### src/rtl/game_round_ctrl.sv
// -----------------------------------------------------------------------------
// game_round_ctrl
//
// Round sequencer for the torpedo game. It places a new target, launches the
// torpedo when the player presses the key, and judges each flight as a hit or
// a miss. It keeps the score and miss counts and starts the end-of-game timer
// when a round ends the game (a hit, or the final miss).
//
// Ports
//   clk                        in   rising-edge clock for all logic
//   reset                      in   synchronous reset, active low
//   key                        in   launch button (asynchronous level)
//   target_within_screen       in   target sprite is on screen
//   torpedo_within_screen      in   torpedo sprite is on screen
//   collision                  in   overlap detector output
//   end_of_game_timer_running  in   end-of-game timer busy
//   sprite_target_write        out  1-cycle pulse: load target position/velocity
//   sprite_torpedo_write       out  1-cycle pulse: launch torpedo
//   end_of_game_timer_start    out  1-cycle pulse: start end-of-game timer
//   game_won                   out  level, set after a hit until the timer ends
//   game_over                  out  level, set after the final miss until the timer ends
//   score                      out  hits this game (saturating)
//   misses                     out  misses this game
//   state                      out  current FSM state (debug)
// -----------------------------------------------------------------------------
module game_round_ctrl #(
  parameter int SCORE_WIDTH   = 4,
  parameter int MISS_WIDTH    = 2,
  parameter int MAX_MISSES    = 3,
  parameter int TIMEOUT_WIDTH = 25
) (
  input  logic                   clk,
  input  logic                   reset,
  input  logic                   key,
  input  logic                   target_within_screen,
  input  logic                   torpedo_within_screen,
  input  logic                   collision,
  input  logic                   end_of_game_timer_running,
  output logic                   sprite_target_write,
  output logic                   sprite_torpedo_write,
  output logic                   end_of_game_timer_start,
  output logic                   game_won,
  output logic                   game_over,
  output logic [SCORE_WIDTH-1:0] score,
  output logic [MISS_WIDTH-1:0]  misses,
  output logic [2:0]             state
);

  typedef enum logic [2:0] {
    ST_START         = 3'd0,
    ST_AIM           = 3'd1,
    ST_FLIGHT        = 3'd2,
    ST_END_WAIT_RISE = 3'd3,
    ST_END_WAIT_FALL = 3'd4
  } state_t;

  localparam logic [SCORE_WIDTH-1:0]   SCORE_MAX    = {SCORE_WIDTH{1'b1}};
  localparam logic [MISS_WIDTH-1:0]    MISS_LIMIT   = MISS_WIDTH'(MAX_MISSES);
  // The counter is compared one step early so that the miss registers on the
  // same edge at which the counter would reach all-ones.
  localparam logic [TIMEOUT_WIDTH-1:0] TIMEOUT_PRE  = {TIMEOUT_WIDTH{1'b1}} - 1'b1;
  localparam logic [1:0]               WATCHDOG_END = 2'd3;

  state_t                   state_q, state_d;
  logic                     key_sync1_q, key_sync1_d;
  logic                     key_sync2_q, key_sync2_d;
  logic                     key_sync3_q, key_sync3_d;
  logic                     key_rise_q, key_rise_d;
  logic                     target_armed_q, target_armed_d;
  logic                     torpedo_armed_q, torpedo_armed_d;
  logic [TIMEOUT_WIDTH-1:0] timeout_cnt_q, timeout_cnt_d;
  logic [1:0]               watchdog_q, watchdog_d;
  logic                     target_write_q, target_write_d;
  logic                     torpedo_write_q, torpedo_write_d;
  logic                     timer_start_q, timer_start_d;
  logic                     game_won_q, game_won_d;
  logic                     game_over_q, game_over_d;
  logic [SCORE_WIDTH-1:0]   score_q, score_d;
  logic [MISS_WIDTH-1:0]    misses_q, misses_d;

  logic                     target_exit;
  logic                     torpedo_exit;
  logic                     timeout_hit;
  logic [MISS_WIDTH-1:0]    misses_inc;

  // An exit only counts once the sprite has actually been seen on screen;
  // within_screen flags update per frame and may be stale right after a write.
  assign target_exit  = target_armed_q & ~target_within_screen;
  assign torpedo_exit = torpedo_armed_q & ~torpedo_within_screen;
  assign timeout_hit  = (timeout_cnt_q == TIMEOUT_PRE);
  assign misses_inc   = misses_q + 1'b1;

  always_comb begin
    state_d         = state_q;
    target_armed_d  = target_armed_q;
    torpedo_armed_d = torpedo_armed_q;
    timeout_cnt_d   = timeout_cnt_q;
    watchdog_d      = watchdog_q;
    target_write_d  = 1'b0;
    torpedo_write_d = 1'b0;
    timer_start_d   = 1'b0;
    game_won_d      = game_won_q;
    game_over_d     = game_over_q;
    score_d         = score_q;
    misses_d        = misses_q;

    // Two flops of synchronisation, a third for edge detection, and the
    // detected edge itself is registered before the FSM consumes it.
    key_sync1_d = key;
    key_sync2_d = key_sync1_q;
    key_sync3_d = key_sync2_q;
    key_rise_d  = key_sync2_q & ~key_sync3_q;

    case (state_q)
      ST_START: begin
        target_write_d  = 1'b1;
        target_armed_d  = 1'b0;
        torpedo_armed_d = 1'b0;
        state_d         = ST_AIM;
      end

      ST_AIM: begin
        target_armed_d = target_armed_q | target_within_screen;
        // key_rise_q is a single-cycle pulse, so edges arriving in any other
        // state are simply dropped and a held key launches only once.
        if (key_rise_q) begin
          torpedo_write_d = 1'b1;
          torpedo_armed_d = 1'b0;
          timeout_cnt_d   = '0;
          state_d         = ST_FLIGHT;
        end else if (target_exit) begin
          state_d = ST_START;
        end
      end

      ST_FLIGHT: begin
        timeout_cnt_d   = timeout_cnt_q + 1'b1;
        target_armed_d  = target_armed_q | target_within_screen;
        torpedo_armed_d = torpedo_armed_q | torpedo_within_screen;
        if (collision) begin
          if (score_q != SCORE_MAX) begin
            score_d = score_q + 1'b1;
          end
          game_won_d    = 1'b1;
          timer_start_d = 1'b1;
          watchdog_d    = '0;
          state_d       = ST_END_WAIT_RISE;
        end else if (torpedo_exit || target_exit || timeout_hit) begin
          misses_d = misses_inc;
          if (misses_inc == MISS_LIMIT) begin
            game_over_d   = 1'b1;
            timer_start_d = 1'b1;
            watchdog_d    = '0;
            state_d       = ST_END_WAIT_RISE;
          end else begin
            state_d = ST_START;
          end
        end
      end

      ST_END_WAIT_RISE: begin
        // Watchdog: do not hang if the timer never acknowledges the start.
        if (end_of_game_timer_running || (watchdog_q == WATCHDOG_END)) begin
          state_d = ST_END_WAIT_FALL;
        end else begin
          watchdog_d = watchdog_q + 1'b1;
        end
      end

      ST_END_WAIT_FALL: begin
        if (!end_of_game_timer_running) begin
          game_won_d  = 1'b0;
          game_over_d = 1'b0;
          if (game_over_q) begin
            score_d  = '0;
            misses_d = '0;
          end
          state_d = ST_START;
        end
      end

      default: begin
        state_d = ST_START;
      end
    endcase
  end

  always_ff @(posedge clk) begin
    if (!reset) begin
      state_q         <= ST_START;
      key_sync1_q     <= 1'b0;
      key_sync2_q     <= 1'b0;
      key_sync3_q     <= 1'b0;
      key_rise_q      <= 1'b0;
      target_armed_q  <= 1'b0;
      torpedo_armed_q <= 1'b0;
      timeout_cnt_q   <= '0;
      watchdog_q      <= '0;
      target_write_q  <= 1'b0;
      torpedo_write_q <= 1'b0;
      timer_start_q   <= 1'b0;
      game_won_q      <= 1'b0;
      game_over_q     <= 1'b0;
      score_q         <= '0;
      misses_q        <= '0;
    end else begin
      state_q         <= state_d;
      key_sync1_q     <= key_sync1_d;
      key_sync2_q     <= key_sync2_d;
      key_sync3_q     <= key_sync3_d;
      key_rise_q      <= key_rise_d;
      target_armed_q  <= target_armed_d;
      torpedo_armed_q <= torpedo_armed_d;
      timeout_cnt_q   <= timeout_cnt_d;
      watchdog_q      <= watchdog_d;
      target_write_q  <= target_write_d;
      torpedo_write_q <= torpedo_write_d;
      timer_start_q   <= timer_start_d;
      game_won_q      <= game_won_d;
      game_over_q     <= game_over_d;
      score_q         <= score_d;
      misses_q        <= misses_d;
    end
  end

  assign sprite_target_write     = target_write_q;
  assign sprite_torpedo_write    = torpedo_write_q;
  assign end_of_game_timer_start = timer_start_q;
  assign game_won                = game_won_q;
  assign game_over               = game_over_q;
  assign score                   = score_q;
  assign misses                  = misses_q;
  assign state                   = state_q;

endmodule

### config.mk
export PLATFORM = sky130hd
export DESIGN_NAME = game_round_ctrl
export DESIGN_NICKNAME = d
export VERILOG_FILES = /design/src/rtl/game_round_ctrl.sv
export SDC_FILE = /design/constraint.sdc
export NUM_CORES = 1
export LEC_CHECK = 0
export ABC_AREA = 1
export BUFFER_PORTS_ARGS = -buffer_cell sky130_fd_sc_hd__buf_2
export CELL_PAD_IN_SITES_DETAIL_PLACEMENT = 0
export CELL_PAD_IN_SITES_GLOBAL_PLACEMENT = 1
export CORE_MARGIN = 3
export CORE_UTILIZATION = 42
export CTS_CLUSTER_DIAMETER = 50
export DETAILED_ROUTE_END_ITERATION = 12
export PLACE_DENSITY_LB_ADDON = 0.1
export SLEW_MARGIN = 15
export SYNTH_ARGS = -nofsm -noshare
export SYNTH_HDL_FRONTEND = slang
export SYNTH_SLANG_ARGS = --single-unit
### constraint.sdc
create_clock -name clk -period 1.9 [get_ports clk]
set_input_delay 0.095 -clock clk [delete_from_list [all_inputs] [get_ports clk]]
set_output_delay 0.095 -clock clk [all_outputs]
set_load 0.05 [all_outputs]
; ---- Word level (Yosys, flattened, before mapping)
; Index checks and enable logic that the tools add are counted.
[classes]
addsub = 4
eq_ne = 21
mux = 40
bitwise_logic = 8
reduce_logical = 20
[ops]
columns = cell, n
row1 = case mux 25 bit (2 select lines), 1
row2 = adder 25 x 1 -> 25 bit (second input constant), 1
row3 = equality test 25 bit (second input constant), 1
row4 = 2-to-1 mux 25 bit, 1
row5 = != test 2 bit (second input constant), 10
row6 = 2-to-1 mux 2 bit, 9
row7 = 2-to-1 mux 3 bit, 6
row8 = 2-to-1 mux 4 bit, 4
row9 = case mux 3 bit (5 select lines), 1
row10 = AND reduction 5 bit, 3
row11 = 2-to-1 mux 1 bit, 11
row12 = != test 3 bit (second input constant), 3
row13 = case mux 2 bit (2 select lines), 2
row14 = case mux 4 bit (2 select lines), 1
row15 = AND reduction 2 bit, 4
row16 = AND reduction 4 bit, 2
row17 = nonzero test 2 bit, 4
row18 = equality test 3 x 2 -> 1 bit (second input constant), 2
row19 = case mux 1 bit (2 select lines), 3
row20 = adder 2 x 1 -> 2 bit (second input constant), 2
row21 = adder 4 x 1 -> 4 bit (second input constant), 1
row22 = equality test 2 bit (second input constant), 2
row23 = != test 4 bit (second input constant), 1
row24 = bitwise AND 1 bit, 3
row25 = other kinds (10), 15
[word_totals]
regBits = 47
in_bits = 7
output_inout_bits = 14
elab_cells = 109

; ---- Logic depth before layout (Yosys ltp)
; Gate-level depths: netlist of the first run.
[depth]
word_depth = 7
depth_mapped = 12
mapped_depth_nobuf = 12

; ---- Least setup slack after synthesis of the first run
; No wires, ideal clock.
[synth_path]
path_kind = reg2reg
startpoint = reg state_q[2], in the netlist state[2]
endpoint = reg score_q[2], in the netlist score[2]
setup_time_ps = 65
arrival_ps = 1660
required_time_ps = 1835
path_slack_ps = 175
stages_incl_launch_ff = 10
n_path_buf = 0
synth_period_minus_slack_ps = 1725
path_cell_list = dfxtp_1 inv_1 nor3_2 inv_2 nand2_1 nand2_2 nor2_4 nand2_2 xor2_1 nor2_1
[synth_between]
elab_chain_len = 3
elab_cells_between_ends = 9
classes_between = eq/ne (6) / mux (1) / reduce/logical (2)
[synth_lines]
columns = item, line
row1 = from (decl), 64  ; state_t state_q, state_d;
row2 = from (signal assigned), 207  ; state_q <= state_d;
row3 = equality test 3 x 2 -> 1 bit or equality test 3 bit (tied branches), 114  ; case (state_q)
row4 = != test 2 bit (no source line) or nonzero test 2 bit (tied branches), --
row5 = AND reduction 5 bit (no source line), --
row6 = to (signal assigned), 221  ; score_q <= score_d;
row7 = to (decl), 78  ; logic [SCORE_WIDTH-1:0] score_q, score_d;
; Parallel ways exist; a longest one is shown, timed or not.
; A chain may end at the register's enable or synchronous reset.

; ---- Worst setup path after layout of the first run
[layout_path]
startpoint = reg timeout_cnt_q[1]
endpoint = reg timeout_cnt_q[22]
[layout_between]
elab_chain_len = 2
[layout_lines]
columns = item, line
row1 = from (decl), 71  ; logic [TIMEOUT_WIDTH-1:0] timeout_cnt_q, timeout_cnt_d;
row2 = from (signal assigned), 214  ; timeout_cnt_q <= timeout_cnt_d;
row3 = adder 25 x 1 -> 25 bit, 137  ; timeout_cnt_d = timeout_cnt_q + 1'b1;
row4 = case mux 25 bit (2 select lines), 114
; Every way passes these cells.

==> flow_summary.yaml, run 1 <==
status:
  status: "finished clean"
clock_tree:
  clk_latency_ps: 300
  htree_levels: 2
  clockRootBuffer: "clkbuf_8"
  cts_tree: "yes"
  cts_num_sinks: 47
  cts_buffers: 5
  cts.clk_slew.worst_paths_ps: 80
  clockBufferDepth: 2
yosys:
  mappedNetlistArea_um2: 2440
  ys_ff_latch: 47
  synth.net_count: 376
  yosysUniqueCellTypes: 33
  synthCells: 364
  async_flop_share_pct: 0
  ys.flop_type: "dfxtp_1"
  synth_top_area_share_pct: 38.56
  synth.area.top_cells: "dfxtp_1 (39%), nand2_1 (13%), nor2_1 (7.5%)"
  ys_seq_area_share_pct: 38.56
  synth_warnings: 0
  synth_edf_count: 0
  yosysTopAreaCell: "dfxtp_1"
  postSynthAreaPerCell_um2: 6.703
min_path:
  hold_path_startpoint: "torpedo_within_screen"
  worstHoldPathType: "input port to register"
setup_path:
  slowest_delay_ps: 390
  criticalPathCategory: "register to register"
  cp_slowest_cell: "dfxtp_1"
  start_kind: "register"
  worst_setup_path_end_kind: "register"
  crit_path_start: "timeout_cnt_q[1]"
  critPathArrivalTime_ps: 1900
  crit_fanout: 4
  path_cells: "ha_1 -> nand3_2 -> nor2_1 -> nand3_1 -> nor3_2 -> nand3_1 -> o21ai_0 -> nor2_1"
  crit_required_ps: 2100
  r2r-start: "timeout_cnt_q[1]"
route:
  wl_met2_mm: 2.406
  via_per_inst: 4.987
  drtPass1Iterations: 4
  top_layer_used: "met4"
  antenna_left: 0
  vias: 2289
  dr_wl_met3_um: 226
  wl_per_cell_um: 12.20
  route.detailed.drc: 0
  drt_iter0_drc: 113
  routedLengthMet1_mm: 2.892
  wl_mm: 5.599
global_routing:
  grt_pass1_wl_mm: 9.584
  antenna_found_initial: 0
  grt_pass1_vias: 2109
  overflow: 0
  grt_max_degree: 31
  grt_usage_pct: 18.31
place:
  post-place-ws_ps: 198.1
  gp_congestion: 0.8172
  place.port_buffers: 20
  dp_cells: 452
  hpwl_mm: 4.037
power:
  p_leak_uw: 0.001088
  power.density_nw_per_um2: 1026
  finalPower_uw: 2774
  vdd_drop_max_uv: 784.1
floorplanning:
  ios: 21
  core_area_um2: 5574
  rows: 27
  die_w_um: 82.22
  start_util_pct: 43.77
  fp.dieArea_um2: 6759
  die_h_um: 82.22
timing:
  max_freq_mhz: 589.0
  timing.final.crit_share_pct: 89.35
  finalClockSkew_ps: 6.514
  setup_viol: 0
  grt_setup_unrepaired: "no"
  finalHoldViolCount: 0
  drv_slew: 0
  worst_pin_slew_ps: 601.6
  layout_setup_ws_ps: 202.3
  slew_headroom_pct: 59.85
  tns_ps: 0
  period_minus_slack_ps: 1698
layout:
  fillCellCount: 611
  fin_nets: 400
  finish.utilization_pct: 48.48
  num_antenna_cells: 0
  drive_above_1_share_pct: 12.92
  area_delta_synth_final_pct: 10.77
  fin_cells: 459
run:
  maxCapViolations: 0
[stage by stage]
step           instance area [um2]  hold WS (ps)
2_1_floorplan                 2440         192.6
3_3_place_gp                  2620         278.0
3_5_place_dp                  2620         286.1
4_1_cts                       2703         62.86
5_1_grt                       2703         82.97
6_report                      2703         68.65
[where the power goes]
group	leakage (uW)	internal, uW	switching (uW)
clock	0.0000371	246	323
sequential	0.000381	1090	82.7
combinational	0.000670	273	755
total	0.00109	1610	1160
[worst paths after layout]
path,endpoint,slack [ps],cells after the start
min,torpedo_armed_q,70,3
max,timeout_cnt_q[22],200,8
min reg2reg,key_rise_q,400,1
max reg2reg,timeout_cnt_q[22],200,8
[repair_timing]
item                      in CTS  in global routing
hold buffers                   1                  0
gates resized for setup        0                  0
buffers inserted               0                  0
hold endpoints to repair       1                  0
[worst max-delay path: cells and delay by family, from the launching register on]
kind	cells	cell delay, ps
AOI/OAI and AO/OA	1	170
and+or+nand+nor	6	790
DFF	1	390
adders and majority gates	1	250
[state kept, by name, summed over array words and instances, names as in the netlist]
name / flops
timeout_cnt_q: 25
score: 4
state: 3
misses: 2
watchdog_q: 2
end_of_game_timer_start: 1
game_over: 1
game_won: 1
key_rise_q: 1
key_sync1_q: 1
key_sync2_q: 1
key_sync3_q: 1
sprite_target_write: 1
sprite_torpedo_write: 1
target_armed_q: 1
torpedo_armed_q: 1
[area by class of cell]
class | count | area, um2 | share of cell area, %
multi-input combinational | 262 | 1286 | 47.59
inverter | 48 | 180.2 | 6.667
clock buffer | 6 | 72.57 | 2.685
timing repair buffer | 24 | 132.6 | 4.907
tap | 72 | 90.09 | 3.333
sequential | 47 | 940.9 | 34.81
[Yosys cell counts, drive strengths merged, types with 2 or more instances]
library cell,n
a211oi,2
a21oi,28
a22oi,2
buf,3
clkbuf,4
dfxtp,47
ha,5
inv,48
nand2,87
nand3,33
nand4,4
nor2,55
nor3,13
o21ai,22
[cell usage in the layout, fill, tap and decap left out, types with 4 or more instances in the layout]
master and n:
nand2_2 4, nor2_1 49, clkbuf_8 5, nand3_1 30, nor3_1 9, nor3_2 4, a21oi_1 28, inv_2 4
o21ai_0 20, buf_2 20, nand2_1 83, nor2_2 4, inv_1 44, nand4_1 4, dfxtp_1 47, ha_1 5
[kinds of logic after synthesis]
| logic type | Yosys count | share of synthesized area [%] |
|---|---|---|
| AO/OA/AOI/OAI | 60 | 13.44 |
| buffers and inverters | 55 | 8.718 |
| AND/OR/NAND/NOR | 195 | 36.00 |
| flip-flops | 47 | 38.56 |
| XOR/XNOR | 2 | 0.7181 |
| adder cells (fa/ha/maj) | 5 | 2.564 |
[per-layer routing]
layer	GRT usage (%)	up-vias
met4	5.482	0
li1	-	1222
met1	26.06	1018
met2	28.04	41
met3	3.254	8
met5	0	-
(Power assumes the default switching activity.)
==> run 2, diff against run 1 <==
CORE_UTILIZATION = 38   (was 42)
clock period = 1.4 ns   (was 1.9 ns; I/O delays follow)
==> flow_summary.yaml, run 2 (same netlist as run 1, synthesis figures left out) <==
timing:
  timing.final.crit_share_pct: 105.4
  worst_pin_slew_ps: 407.3
  max_freq_mhz: 678.0
  period_minus_slack_ps: 1475
  slew_headroom_pct: 72.81
  finalClockSkew_ps: 11.96
  grt_setup_unrepaired: "yes"
  setup_viol: 15
  finalHoldViolCount: 0
  layout_setup_ws_ps: -75.01
  drv_slew: 0
status:
  status: "finished, violations left"
  violations: "negative setup slack"
run:
  maxCapViolations: 0
setup_path:
  cp_top_family: "simple AND/OR/NAND/NOR gates"
  start_kind: "register"
  path_buf_inv: 3
  cp_slowest_cell: "dfxtp_4"
  crit_fanout: 5
  crit_required_ps: 1640
  slowest_delay_ps: 390
  criticalPathCategory: "register to register"
  critPathArrivalTime_ps: 1710
  worst_setup_path_end_kind: "register"
  path_cells: "inv_4 -> nor3_4 -> inv_2 -> nand2_2 -> nand2_4 -> nor2_4 -> buf_6 -> nand3_2 -> a21oi_2"
place:
  place.port_buffers: 20
  hpwl_mm: 4.760
  gp_congestion: 0.8128
  post-place-ws_ps: -124.8
  dp_cells: 515
global_routing:
  overflow: 0
  grt_pass1_wl_mm: 10.94
  grt_usage_pct: 18.69
  grt_max_degree: 20
  antenna_found_initial: 0
  grt_pass1_vias: 2456
power:
  p_sw_uw: 1914
  p_leak_uw: 0.001587
  power_frac_seq_pct: 36.2
  p_clk_share_pct: 17.6
  power.density_nw_per_um2: 1235
  p_comb_share_pct: 46.3
  p_int_uw: 2645
  p_sw_share_pct: 41.99
  vdd_drop_max_uv: 1142
clock_tree:
  cts_tree: "yes"
  htree_levels: 2
  cts.clk_slew.worst_paths_ps: 90
  clk_latency_ps: 310
  cts_buffers: 5
  clockRootBuffer: "clkbuf_8"
  cts_num_sinks: 47
  clockBufferDepth: 2
floorplanning:
  rows: 28
  die_w_um: 86.13
  die_h_um: 86.13
  fp.dieArea_um2: 7418
  core_area_um2: 6061
  start_util_pct: 40.26
  ios: 21
route:
  route.detailed.drc: 0
  wl_mm: 6.699
  drt_iter0_drc: 96
  drtPass1Iterations: 4
  antenna_left: 0
  via_per_inst: 4.782
  vias: 2563
  wl_per_cell_um: 12.50
layout:
  largest_reg_flops: 25
  fin_nets: 472
  layout.cells.most_common: "nand2_1"
  num_antenna_cells: 0
  drive_above_1_share_pct: 44.25
  final_cell_mix: "nand2_1 (70), buf_4 (67), nor2_1 (41)"
  fin_cells: 536
  top_register: "timeout_cnt_q"
  area_delta_synth_final_pct: 51.33
min_path:
  worstHoldPathType: "input port to register"
-- run 2: changes by cell type in the layout (fill, tap and decap cells not counted), sizes merged --
cell / change
buf: +72
clkinv: +2
-- run 2: area by class of cell --
cell class              instances  area [um2]
clock buffers                   6       72.57
fillers                       565        2369
repair buffers                 96       720.7
inverters                      48       190.2
well taps                      75       93.84
flip-flops and latches         47       991.0
clock inverters                 2       7.507
multi-input cells             262        1617
-- run 2: metrics by stage --
step                      setup TNS [ps]  hold slack [ps]  area (um2)  total power, uW  util (%)
after global routing               -2647            74.45        3692             4857     60.92
after CTS                         -185.3            26.83        3435             4345     56.67
after global placement             -1357            251.8        3153             3326     52.02
after detailed placement           -1855            259.0        3153             3342     52.02
final                             -408.5            46.31        3692             4559     60.92
after floorplan                   -62.68            167.6        2494             2771         -
-- run 2: repair_timing --
| action | 4_1_cts | 5_1_grt |
|---|---|---|
| pin swaps | 22 | 30 |
| endpoints found under the setup margin | 30 | 35 |
| gates resized for setup | 53 | 58 |
| hold buffers | 1 | 0 |
| cloned | 0 | 0 |
| buffers inserted | 3 | 10 |
| hold endpoints to repair | 1 | 0 |
-- run 2: per-layer routing --
metal  routed length [um]  vias to the layer above  track usage [%]
met2                 3048                       25            29.64
met4                   58                        0            5.755
met5                    0                        -                0
met3                  183                        5            3.650
met1                 3409                     1161            25.57
li1                     -                     1372                -
-- run 2: worst paths after layout --
kind	startpoint	endpoint	slack [ps]	cells past startpoint
max	state[2]	score[1]	-80	9
min	torpedo_within_screen	torpedo_armed_q	50	3
max reg2reg	state[2]	score[1]	-80	9
min reg2reg	key_sync3_q	key_rise_q	390	1
-- run 2: power by group through the flow --
stage          Sequential, uW  Combinational (uW)  Clock [uW]
6_report                 1650                2110         801
5_1_grt                  1670                2320         872
4_1_cts                  1650                1860         833
3_5_place_dp             1650                1690           0
3_3_place_gp             1650                1680           0
2_1_floorplan            1990                 782           0
-- run 2: worst reg2reg max path: cells and delay by family (launching register included) --
kind | cells | cell delay (ps)
buffers and inverters | 3 | 280
AO/OA/AOI/OAI | 1 | 120
AND/OR/NAND/NOR | 5 | 630
flip-flops | 1 | 390
